--- src/rtl/bin_to_bcd_seq.sv ---
// Sequential binary-to-packed-BCD converter (double dabble, one bit per clock)
// with start/busy/done handshake, overflow saturation and optional leading-zero blanking.
module bin_to_bcd_seq #(
   parameter int WIDTH = 16,
   parameter int COUNT = 5,
   parameter int LZB   = 0
) (
   input  logic                 clk,
   input  logic                 rst,
   input  logic                 start,
   input  logic [WIDTH-1:0]     bin,
   output logic                 busy,
   output logic                 done,
   output logic [COUNT*4-1:0]   bcd,
   output logic                 overflow
);

   localparam int BW = COUNT * 4;
   localparam int CW = $clog2(WIDTH + 1);

   localparam logic [0:0] ST_IDLE  = 1'b0;
   localparam logic [0:0] ST_SHIFT = 1'b1;

   logic [0:0]       state_q, state_d;
   logic [CW-1:0]    cnt_q, cnt_d;
   logic [WIDTH-1:0] binreg_q, binreg_d;
   logic [BW-1:0]    scratch_q, scratch_d;
   logic             carry_q, carry_d;
   logic [BW-1:0]    bcd_q, bcd_d;
   logic             ovf_q, ovf_d;
   logic             done_q, done_d;

   logic [BW-1:0]    adj;
   logic [BW-1:0]    scratch_shift;
   logic             carry_nxt;
   logic [BW-1:0]    result;
   logic             lead;

   always_comb begin
      state_d   = state_q;
      cnt_d     = cnt_q;
      binreg_d  = binreg_q;
      scratch_d = scratch_q;
      carry_d   = carry_q;
      bcd_d     = bcd_q;
      ovf_d     = ovf_q;
      done_d    = 1'b0;
      adj       = '0;
      lead      = 1'b1;

      for (int unsigned i = 0; i < COUNT; i++) begin
         if (scratch_q[4*i +: 4] >= 4'd5) adj[4*i +: 4] = scratch_q[4*i +: 4] + 4'd3;
         else                             adj[4*i +: 4] = scratch_q[4*i +: 4];
      end

      scratch_shift = {adj[BW-2:0], binreg_q[WIDTH-1]};
      // Any bit pushed out of the top digit means the value reached 10^COUNT.
      carry_nxt     = carry_q | adj[BW-1];

      result = scratch_shift;
      if (carry_nxt) begin
         result = {COUNT{4'h9}};
      end else if (LZB != 0) begin
         for (int unsigned k = 0; k < COUNT - 1; k++) begin
            if (lead && (scratch_shift[4*(COUNT-1-k) +: 4] == 4'd0)) result[4*(COUNT-1-k) +: 4] = 4'hF;
            else                                                      lead = 1'b0;
         end
      end

      case (state_q)
         ST_IDLE: begin
            if (start) begin
               binreg_d  = bin;
               scratch_d = '0;
               carry_d   = 1'b0;
               cnt_d     = CW'(WIDTH);
               state_d   = ST_SHIFT;
            end
         end
         ST_SHIFT: begin
            scratch_d = scratch_shift;
            binreg_d  = binreg_q << 1;
            carry_d   = carry_nxt;
            cnt_d     = cnt_q - CW'(1);
            if (cnt_q == CW'(1)) begin
               bcd_d   = result;
               ovf_d   = carry_nxt;
               done_d  = 1'b1;
               state_d = ST_IDLE;
            end
         end
         default: state_d = ST_IDLE;
      endcase
   end

   always_ff @(posedge clk) begin
      if (rst) begin
         state_q   <= ST_IDLE;
         cnt_q     <= '0;
         binreg_q  <= '0;
         scratch_q <= '0;
         carry_q   <= 1'b0;
         bcd_q     <= '0;
         ovf_q     <= 1'b0;
         done_q    <= 1'b0;
      end else begin
         state_q   <= state_d;
         cnt_q     <= cnt_d;
         binreg_q  <= binreg_d;
         scratch_q <= scratch_d;
         carry_q   <= carry_d;
         bcd_q     <= bcd_d;
         ovf_q     <= ovf_d;
         done_q    <= done_d;
      end
   end

   assign busy     = (state_q == ST_SHIFT);
   assign done     = done_q;
   assign bcd      = bcd_q;
   assign overflow = ovf_q;

endmodule
--- config.mk ---
export PLATFORM = sky130hd
export DESIGN_NAME = bin_to_bcd_seq
export DESIGN_NICKNAME = d
export VERILOG_FILES = /design/src/rtl/bin_to_bcd_seq.sv
export SDC_FILE = /design/constraint.sdc
export NUM_CORES = 1
export LEC_CHECK = 0
export ABC_AREA = 0
export CAP_MARGIN = 20
export CORE_ASPECT_RATIO = 0.8
export CORE_MARGIN = 2
export CORE_UTILIZATION = 58
export DETAILED_ROUTE_END_ITERATION = 10
export PLACE_DENSITY_LB_ADDON = 0.1
export SLEW_MARGIN = 15
export SYNTH_ARGS = -nofsm -noshare
export SYNTH_HDL_FRONTEND = slang
export SYNTH_SLANG_ARGS = --single-unit
--- constraint.sdc ---
create_clock -name clk -period 3.12 [get_ports clk]
set_input_delay 0.78 -clock clk [delete_from_list [all_inputs] [get_ports clk]]
set_output_delay 0.78 -clock clk [all_outputs]
set_load 0.005 [all_outputs]
==> results.ini <==
[grt]
grt_max_degree = 40
grt_pass1_vias = 2317
global_route.usage.met1_pct = 31.1
grt_util_met3_pct = 7.33
grt.met2_usage_pct = 41.7
grt_overflow = 0
top_usage_layer = met2
track_usage_pct = 24.8
antenna_found_initial = 0
grt_pass1_wl_um = 10900

[yosys]
synthesis.area_mm2 = 0.00295
synth-seq-area-share_pct = 44.2
ys_warn_count = 0
synth_cell_types = 35
ys_ff_latch = 65
avgSynthCellArea_um2 = 8.69
synth.net_count = 370
synth_cells = 339

[clocking]
cts-root-buf = clkbuf_8
cts_buffers = 9
insertion_delay_ns = 0.34
htree_levels = 3
cts_setup_buffers = 0
cts_tree = built
ctsHoldBuffers = 0
clock_sinks = 65
clk_path_buf_depth = 2
post_cts_resized = 0
clk_pin_slew_ns = 0.06

[timing]
maxSlewHeadroom_pct = 49.3
grt_setup_unrepaired = false
worstMarginPinSlew_ns = 0.758
period_share_pct = 65.2
setup_viol = 0
final-hold-violation-count = 0
slew_viol_final = 0
period_needed_ns = 2.04
skew_ns = 0.00699
max_freq_mhz = 491
finalSetupTns_ns = 0

[critical_path]
critPathLaunchType = primary input
critPathCaptureType = register
worst-setup-path-type = in2reg
cp_data_arrival_time_ns = 2.26
crit_fanout = 16
worstPathRequired_ns = 3.35

[layout]
diodes = 0
register_area_mm2 = 0.00130
final_common_cell = dfxtp_1
nNetsFinal = 413
n_fill_cell = 388
multi_input_area_mm2 = 0.00151
final_cell_mix = 65 x dfxtp_1, 49 x nor2_1, 41 x clkdlybuf4s50_1, 38 x a21oi_1, 27 x nand2_1
stdcell_count = 446
drive_above_1_share_pct = 7.55
synthToLayoutAreaGrowth_pct = 21.6

[floorplan]
ios = 42
fp.coreArea_mm2 = 0.00495
die_area_mm2 = 0.00567
initial_core_util_pct = 59.5
rows = 23
die_y_um = 67.7
die_w_um = 83.7

[placed_design]
dpl.hpwl_um = 4460
numPortBuffers = 41
dp_cells = 433
place_congestion = 0.834

[detailed_routing]
wl_per_cell_um = 14.4
dr_total_vias = 2494
first_pass_iters = 4
drt_wl_total_um = 6420
drtIter0Drc = 139
final_antenna_net_count = 0
drc_errors = 0
avgViaCountPerCell = 5.59

[worst_hold_path]
min_path_type = reg2reg

[power_and_ir_drop]
peakVddDrop_uv = 467
total_power_uw = 1640
p_leak_uw = 0.00146
power_density_mw_per_mm2 = 457

[run]
drv_cap = 0

[outcome]
status = finished clean

## flip-flops by register name, summed over array words and instances, names as in the netlist
signal and flops:
busy 1, binreg_q 16, done 1, scratch_q 20, overflow 1, carry_q 1, cnt_q 5, bcd 20
## power breakdown
| group | internal, uW | leakage [uW] | switching (uW) |
|---|---|---|---|
| registers | 851 | 0.000527 | 14.0 |
| clock network | 340 | 0.0000875 | 281 |
| logic | 64.5 | 0.000842 | 84.3 |
## cell type report
| cell class | count | area share (%) |
|---|---|---|
| Sequential cell | 65 | 36.3 |
| Multi-Input combinational cell | 242 | 42.1 |
| Tap cell | 62 | 2.17 |
| Clock buffer | 13 | 4.72 |
| Timing Repair Buffer | 49 | 13.1 |
| Inverter | 15 | 1.57 |
## per-layer routing
metal / routed length, um / vias up / share of wire [%]
met5: 0 / - / 0
met4: 87 / 0 / 1.4
met3: 365 / 8 / 5.7
met2: 2990 / 57 / 47
met1: 2980 / 1172 / 46
li1: - / 1257 / -
## synth_stat cells
library cell	instances	share of area (%)
dfxtp_1	65	44
nor2_1	49	6.2
a21oi_1	38	6.5
nand2_1	27	3.4
mux2i_1	17	5.8
a22o_1	15	4.5
inv_1	14	1.8
ha_1	12	5.1
nand2b_1	12	2.5
nand3_1	12	2.0
o21ai_0	11	1.9
clkbuf_1	6	0.76
a32o_1	5	1.7
mux2_2	5	1.9
nor3b_1	5	1.3
o21ai_1	5	0.85
xnor2_1	5	1.5
and3_1	4	0.85
buf_1	4	0.51
buf_2	4	0.68
buf_4	3	0.76
nor3_1	3	0.51
a311oi_1	2	0.59
and2_1	2	0.42
nand3b_1	2	0.51
nor2b_1	2	0.42
nor3b_2	2	0.85
a211oi_2	1	0.42
a21o_1	1	0.25
a31oi_1	1	0.21
clkinv_1	1	0.13
o21ai_2	1	0.30
o22ai_1	1	0.21
o31ai_1	1	0.25
or3_1	1	0.21
## worst paths after layout
path | startpoint | end | slack, ns | depth (start not counted)
max | start | binreg_q[1]$_SDFFE_PP0P_ | 1.08 | 6
min | bcd[14]$_SDFFE_PP0P_ | bcd[14]$_SDFFE_PP0P_ | 0.45 | 2
max reg2reg | scratch_q[17]$_SDFFE_PP0P_ | bcd[5]$_SDFFE_PP0P_ | 1.26 | 8
min reg2reg | bcd[14]$_SDFFE_PP0P_ | bcd[14]$_SDFFE_PP0P_ | 0.45 | 2
## kinds of logic (layout without fill, tap and decap cells)
| kind of cell | Yosys count | after routing | share of synthesized area, % |
|---|---|---|---|
| simple gates | 121 | 121 | 19.3 |
| buf+inv | 32 | 77 | 4.63 |
| compound gates | 82 | 82 | 17.6 |
| xor+xnor | 5 | 5 | 1.49 |
| flops | 65 | 65 | 44.2 |
| mux | 22 | 22 | 7.69 |
| fa+ha+maj | 12 | 12 | 5.10 |
## critical path, cell delays in order
cell and delay [ns]:
clkdlybuf4s50_1 0.62, buf_4 0.34, mux2i_1 0.25, nor2_1 0.07, a21oi_1 0.15, nor2_1 0.05
## per-stage QoR
| step | hold WS [ns] | utilization (%) | worst slack [ns] | instance area (um2) |
|---|---|---|---|---|
| finish | 0.450 | 72.4 | 1.08 | 3580 |
| global route | 0.467 | 72.4 | 0.994 | 3580 |
| CTS | 0.453 | 72.4 | 1.09 | 3580 |
| detailed placement | 0.445 | 69.0 | 0.729 | 3410 |
| global placement | 0.440 | 69.0 | 0.813 | 3410 |
| floorplan | 0.438 | - | 1.47 | 2950 |
No activity file was read; power rests on OpenSTA's default activity.
